[src/rtl/sigbin_pkg.sv]
// Shared opcodes and FSM encoding for the bit-serial ALU sequencer.
package sigbin_pkg;

  localparam logic [1:0] OP_ADD = 2'b00;
  localparam logic [1:0] OP_SUB = 2'b01;
  localparam logic [1:0] OP_AND = 2'b10;
  localparam logic [1:0] OP_OR  = 2'b11;

  typedef enum logic [1:0] {
    StIdle = 2'b00,
    StRun  = 2'b01,
    StDone = 2'b10
  } state_e;

endpackage

[src/rtl/sigbin_slice.sv]
// One-bit ALU slice: full adder for ADD/SUB, plain gates for AND/OR.
module sigbin_slice
  import sigbin_pkg::*;
(
  input  logic [1:0] i_x,
  input  logic [1:0] i_s,
  input  logic       i_cin,
  output logic       o_r,
  output logic       o_cout
);

  always_comb begin
    o_r    = 1'b0;
    o_cout = 1'b0;
    unique case (i_s)
      OP_ADD, OP_SUB: begin
        o_r    = i_x[0] ^ i_x[1] ^ i_cin;
        o_cout = (i_x[0] & i_x[1]) | (i_x[0] & i_cin) | (i_x[1] & i_cin);
      end
      OP_AND: o_r = i_x[0] & i_x[1];
      OP_OR:  o_r = i_x[0] | i_x[1];
    endcase
  end

endmodule

[src/rtl/sigbin_serial_ctrl.sv]
// Bit-serial sequencer: walks a WIDTH-bit ADD/SUB/AND/OR through one 1-bit slice,
// LSB first, with a start/busy/done handshake.
module sigbin_serial_ctrl
  import sigbin_pkg::*;
#(
  parameter int unsigned WIDTH = 8
) (
  input  logic             clk,
  input  logic             rst,
  input  logic             i_start,
  input  logic [1:0]       i_op,
  input  logic [WIDTH-1:0] i_a,
  input  logic [WIDTH-1:0] i_b,
  output logic             o_busy,
  output logic             o_done,
  output logic [WIDTH-1:0] o_result,
  output logic             o_cout,
  output logic             o_zero
);

  localparam int unsigned CntW = $clog2(WIDTH + 1);
  localparam logic [CntW-1:0] LastCnt = CntW'(WIDTH - 1);

  state_e           r_state, w_state_d;
  logic [CntW-1:0]  r_cnt, w_cnt_d;
  logic             r_carry, w_carry_d;
  logic [1:0]       r_op, w_op_d;
  logic [WIDTH-1:0] r_a_sh, w_a_sh_d;
  logic [WIDTH-1:0] r_b_sh, w_b_sh_d;
  logic [WIDTH-2:0] r_acc, w_acc_d;
  logic [WIDTH-1:0] r_result, w_result_d;
  logic             r_cout, w_cout_d;
  logic             r_zero, w_zero_d;
  logic             r_busy, r_done;

  logic             w_accept;
  logic             w_slice_b;
  logic             w_slice_r;
  logic             w_slice_cout;
  logic [WIDTH-1:0] w_full;

  // SUB runs as a + ~b + 1: invert b here, the +1 comes from the preset carry.
  assign w_slice_b = r_b_sh[0] ^ (r_op == OP_SUB);
  // Accumulator keeps WIDTH-1 bits; the live slice bit completes the word.
  assign w_full    = {w_slice_r, r_acc};
  assign w_accept  = i_start && (r_state == StIdle || r_state == StDone);

  sigbin_slice u_slice (
    .i_x    ({w_slice_b, r_a_sh[0]}),
    .i_s    (r_op),
    .i_cin  (r_carry),
    .o_r    (w_slice_r),
    .o_cout (w_slice_cout)
  );

  always_comb begin
    w_state_d  = r_state;
    w_cnt_d    = r_cnt;
    w_carry_d  = r_carry;
    w_op_d     = r_op;
    w_a_sh_d   = r_a_sh;
    w_b_sh_d   = r_b_sh;
    w_acc_d    = r_acc;
    w_result_d = r_result;
    w_cout_d   = r_cout;
    w_zero_d   = r_zero;

    unique case (r_state)
      StIdle: w_state_d = i_start ? StRun : StIdle;
      StRun: begin
        w_acc_d   = w_full[WIDTH-1:1];
        w_carry_d = w_slice_cout;
        w_a_sh_d  = r_a_sh >> 1;
        w_b_sh_d  = r_b_sh >> 1;
        w_cnt_d   = r_cnt + CntW'(1);
        if (r_cnt == LastCnt) begin
          w_state_d  = StDone;
          w_result_d = w_full;
          w_cout_d   = w_slice_cout;
          w_zero_d   = (w_full == '0);
        end
      end
      StDone:  w_state_d = i_start ? StRun : StIdle;
      default: w_state_d = StIdle;
    endcase

    if (w_accept) begin
      w_op_d    = i_op;
      w_a_sh_d  = i_a;
      w_b_sh_d  = i_b;
      w_cnt_d   = '0;
      w_carry_d = (i_op == OP_SUB);
    end
  end

  always_ff @(posedge clk) begin
    if (rst) begin
      r_state  <= StIdle;
      r_cnt    <= '0;
      r_carry  <= 1'b0;
      r_op     <= OP_ADD;
      r_a_sh   <= '0;
      r_b_sh   <= '0;
      r_acc    <= '0;
      r_result <= '0;
      r_cout   <= 1'b0;
      r_zero   <= 1'b0;
      r_busy   <= 1'b0;
      r_done   <= 1'b0;
    end else begin
      r_state  <= w_state_d;
      r_cnt    <= w_cnt_d;
      r_carry  <= w_carry_d;
      r_op     <= w_op_d;
      r_a_sh   <= w_a_sh_d;
      r_b_sh   <= w_b_sh_d;
      r_acc    <= w_acc_d;
      r_result <= w_result_d;
      r_cout   <= w_cout_d;
      r_zero   <= w_zero_d;
      r_busy   <= (w_state_d == StRun);
      r_done   <= (w_state_d == StDone);
    end
  end

  assign o_busy   = r_busy;
  assign o_done   = r_done;
  assign o_result = r_result;
  assign o_cout   = r_cout;
  assign o_zero   = r_zero;

endmodule

[config.mk]
export PLATFORM = sky130hd
export DESIGN_NAME = sigbin_serial_ctrl
export DESIGN_NICKNAME = d
export VERILOG_FILES = /design/src/rtl/sigbin_pkg.sv /design/src/rtl/sigbin_slice.sv /design/src/rtl/sigbin_serial_ctrl.sv
export SDC_FILE = /design/constraint.sdc
export NUM_CORES = 1
export LEC_CHECK = 0
export CORE_MARGIN = 2
export CORE_UTILIZATION = 47
export DETAILED_ROUTE_END_ITERATION = 8
export PLACE_DENSITY = 0.69
export SETUP_SLACK_MARGIN = 0.15
export SLEW_MARGIN = 30
export SYNTH_ARGS = -nofsm -noshare
export SYNTH_HDL_FRONTEND = slang
export SYNTH_SLANG_ARGS = --single-unit
[constraint.sdc]
create_clock -name clk -period 4.15 [get_ports clk]
set_input_delay 0.6225 -clock clk [delete_from_list [all_inputs] [get_ports clk]]
set_output_delay 0.6225 -clock clk [all_outputs]
set_load 0.02 [all_outputs]
==> summary.md <==
| Metric | Value |
|---|---|
| Status | `finished clean` |
| Most frequent cells in the layout | `nand2_1 (55), dfxtp_1 (44), clkdlybuf4s50_1 (31), nor2_1 (18), a21oi_1 (13)` |
| Post-CTS setup buffers | `0` |
| Max Freq | `approximately 480 MHz` |
| Synth unique cells | `36` |
| Final #Nets | `264` |
| Starting Density | `48.6%` |
| Setup Viol. Count Final | `0` |
| Final hold slack | `0.464 ns` |
| CTS Hold Bufs | `0` |
| Hold endpoint | `o_result[0]` |
| Gr usage total | `17.7%` |
| Hold Vio Cnt, Final | `0` |
| Avg Cell Area, Syn | `between 8 and 9 um^2` |
| CP startpoint kind | `register` |
| Clock sinks | `44` |
| Int Power | `around 0.62 mW` |
| First-pass GRT wire length | `6.14 mm` |
| CTS Buf Count | `5` |
| Tightest Pin Transition | `between 0.7 and 0.8 ns` |
| Fillers | `368` |
| Unrepaired setup endpoints after global routing | `false` |
| Max IR drop VDD | `around 0.00021 V` |
| Hold Crit Class | `reg2reg` |
| Global route overflow | `0` |
| Critical path class | `reg2reg` |
| Site Rows | `23` |
| R2r endpoint | `o_zero` |
| Yosys reg bits | `44` |
| TNS Setup | `0 ns` |
| Area leader, netlist | `dfxtp_1` |
| Via Count | `between 1000 and 1500` |
| Reg2reg setup slack | `~2.1 ns` |
| FF-to-FF Start | `r_state[0]` |
| Syn-to-layout area delta | `20.5%` |
| Post-DP HPWL | `2.25 mm` |
| Switching Fraction | `between 20% and 30%` |
| Final setup skew | `0.00721 ns` |
| Slew HR | `50.0%` |
| N_diodes | `0` |
| CP arrival | `~2.3 ns` |
| Worst-path maximum fanout | `30` |
| Power Density | `360 mW/mm^2` |
| Syn Nets | `240` |
| Clock power share | `roughly 34%` |
| Routed WL | `3.65 mm` |
| Resize count post-CTS | `0` |
| Register area share after synthesis | `45.6%` |
| Buffers on Ports | `32` |
| Req. time, crit path | `4.33 ns` |
| YS warnings | `0` |
| Post-route ant nets | `0` |
| Share of the synthesized area in the top cell type | `a little under half` |
| Die area | `0.00464 mm^2` |
| Iteration-0 DRC Markers | `96` |
| Core ar. | `~0.0040 mm^2` |
| Sequential power share | `54.0%` |
| Main area contributors after synthesis | `dfxtp_1 (46%), nand2_1 (11%), a311oi_2 (6.2%)` |
| Power share of the combinational group | `12.5%` |
| Clock root cell | `clkbuf_8` |
| Leakage | `between 0.7 and 0.8 nW` |
| Final period util | `about half` |
| Reg2reg path depth | `4` |
| Chip Height | `68.1 um` |
| Pre-antenna DRT Iters | `5` |
| Hold Crit Start | `o_result[0]` |
| # IOs | `33` |
| Initial antenna violation count | `0` |
| Largest net degree at the start of global routing | `46` |
| Maximum clock insertion buffer count | `2` |
| CTS clk-pin slew, worst paths | `0.08 ns` |
| Synthesized cell area | `0.00193 mm^2` |
| Final Critical Period | `2.09 ns` |
| Layout cells sized above 1 | `15.8%` |
| DR WL/cell | `12.6 um` |
| Gp weighted congestion | `0.708` |
| CP Capture Type | `register` |
| Most common cell after layout, fill and taps aside | `nand2_1` |
| Post-Synthesis Cells | `215` |
| Max-cap violations | `0` |
| P_sw | `0.214 mW` |
| Die extent in x | `approximately 70 um` |
| Max-slew violation count | `0` |
| H-tree depth | `2` |
| Skew-Pair Late Insertion Delay | `about 0.30 ns` |
| # DRC | `0` |
| Vias per cell | `approximately 5` |
| Vias in the first global route | `1287` |
| TritonCTS clock tree | `yes` |
| Hold Path Depth | `2` |
-- per-layer routing --
| layer | share of wire, % | GRT usage [%] | vias to the layer above | wire length, um |
|---|---|---|---|---|
| met2 | 42 | 25.8 | 20 | 1540 |
| li1 | - | - | 770 | - |
| met1 | 53 | 24.7 | 679 | 1930 |
| met3 | 3.4 | 5.10 | 5 | 125 |
| met5 | 0 | 0 | - | 0 |
| met4 | 1.6 | 6.75 | 0 | 58 |
-- Yosys cell counts --
cell type / n
and2b_1: 1
nor2b_1: 1
nand2_1: 55
nor4_1: 2
a31oi_1: 1
nor2_1: 18
nor3_1: 5
a21oi_1: 13
nand2b_1: 5
and4b_4: 1
mux2_1: 1
a311oi_1: 4
nor3b_1: 1
a311oi_2: 8
buf_4: 2
inv_1: 2
buf_6: 4
nand4b_1: 1
nand2_2: 8
buf_1: 4
nor3_2: 2
nand3b_1: 1
dfxtp_1: 44
xor2_1: 2
a22oi_1: 3
clkbuf_2: 1
nand4_1: 1
nor2b_4: 1
buf_2: 5
xnor2_1: 2
ha_1: 3
mux2i_1: 2
nand3_1: 1
a21oi_2: 8
fa_1: 1
o21ai_0: 1
-- how the worst max path moves through the flow --
| stage | start | endpoint | slack (ns) | cells past startpoint |
|---|---|---|---|---|
| after global routing | r_state[0] | o_zero | 1.84 | 4 |
| final | r_state[0] | o_zero | 2.06 | 4 |
| after detailed placement | r_state[0] | o_result[5] | 1.98 | 4 |
| after CTS | r_state[0] | o_result[2] | 1.97 | 4 |
| after global placement | i_start | r_carry | 1.82 | 5 |
| after floorplan | r_op[1] | r_carry | 2.44 | 7 |
-- flip-flops by register name (all words and copies together) (netlist names) --
name,count
o_done,1
r_state,2
r_cnt,4
r_op,2
r_carry,1
o_cout,1
o_result,8
o_zero,1
r_acc,7
o_busy,1
r_a_sh,8
r_b_sh,8
-- logic make-up (layout without fill, tap and decap cells) --
family | count (synthesis) | in the layout | share of synthesized area [%]
buffers and inverters | 18 | 43 | 5.83
adder cells (fa/ha/maj) | 4 | 4 | 2.98
AND/OR/NAND/NOR | 104 | 104 | 25.3
XOR/XNOR | 4 | 4 | 1.81
AO/OA/AOI/OAI | 38 | 38 | 16.8
multiplexers | 3 | 3 | 1.62
flip-flops | 44 | 44 | 45.6
-- worst max-delay path, cell delays in order, from the launching register on --
cell,delay (ns)
dfxtp_1,0.36
nor2b_4,0.61
nand4b_1,0.62
nand3b_1,0.26
o21ai_0,0.10
-- area by class of cell --
| cell class | count | area (um^2) | share of cell area (%) |
|---|---|---|---|
| clock buffers | 7 | 86.3 | 3.71 |
| flip-flops and latches | 44 | 881 | 37.8 |
| multi-input cells | 153 | 940 | 40.4 |
| well taps | 50 | 62.6 | 2.69 |
| inverters | 2 | 7.51 | 0.323 |
| clock inverters | 1 | 7.51 | 0.323 |
| repair buffers | 33 | 343 | 14.7 |
-- metrics by stage --
stage | total power [mW] | worst slack [ns] | util (%) | std cells | cell area (um^2)
after CTS | 0.843 | 1.97 | 57.9 | 289 | 2300
after floorplan | 0.537 | 2.44 | - | 215 | 1930
after detailed placement | 0.565 | 1.98 | 55.5 | 281 | 2210
after global routing | 0.880 | 1.84 | 58.6 | 290 | 2330
after global placement | 0.564 | 1.82 | 55.5 | 281 | 2200
final | 0.838 | 2.06 | 58.6 | 290 | 2330
-- power by group through the flow --
stage / Sequential, mW / Clock (mW) / Combinational, mW
6_report: 0.453 / 0.280 / 0.105
5_1_grt: 0.455 / 0.308 / 0.117
4_1_cts: 0.452 / 0.288 / 0.103
3_5_place_dp: 0.462 / 0 / 0.102
3_3_place_gp: 0.463 / 0 / 0.101
2_1_floorplan: 0.460 / 0 / 0.0770
Power figures use the tool's default switching activity.
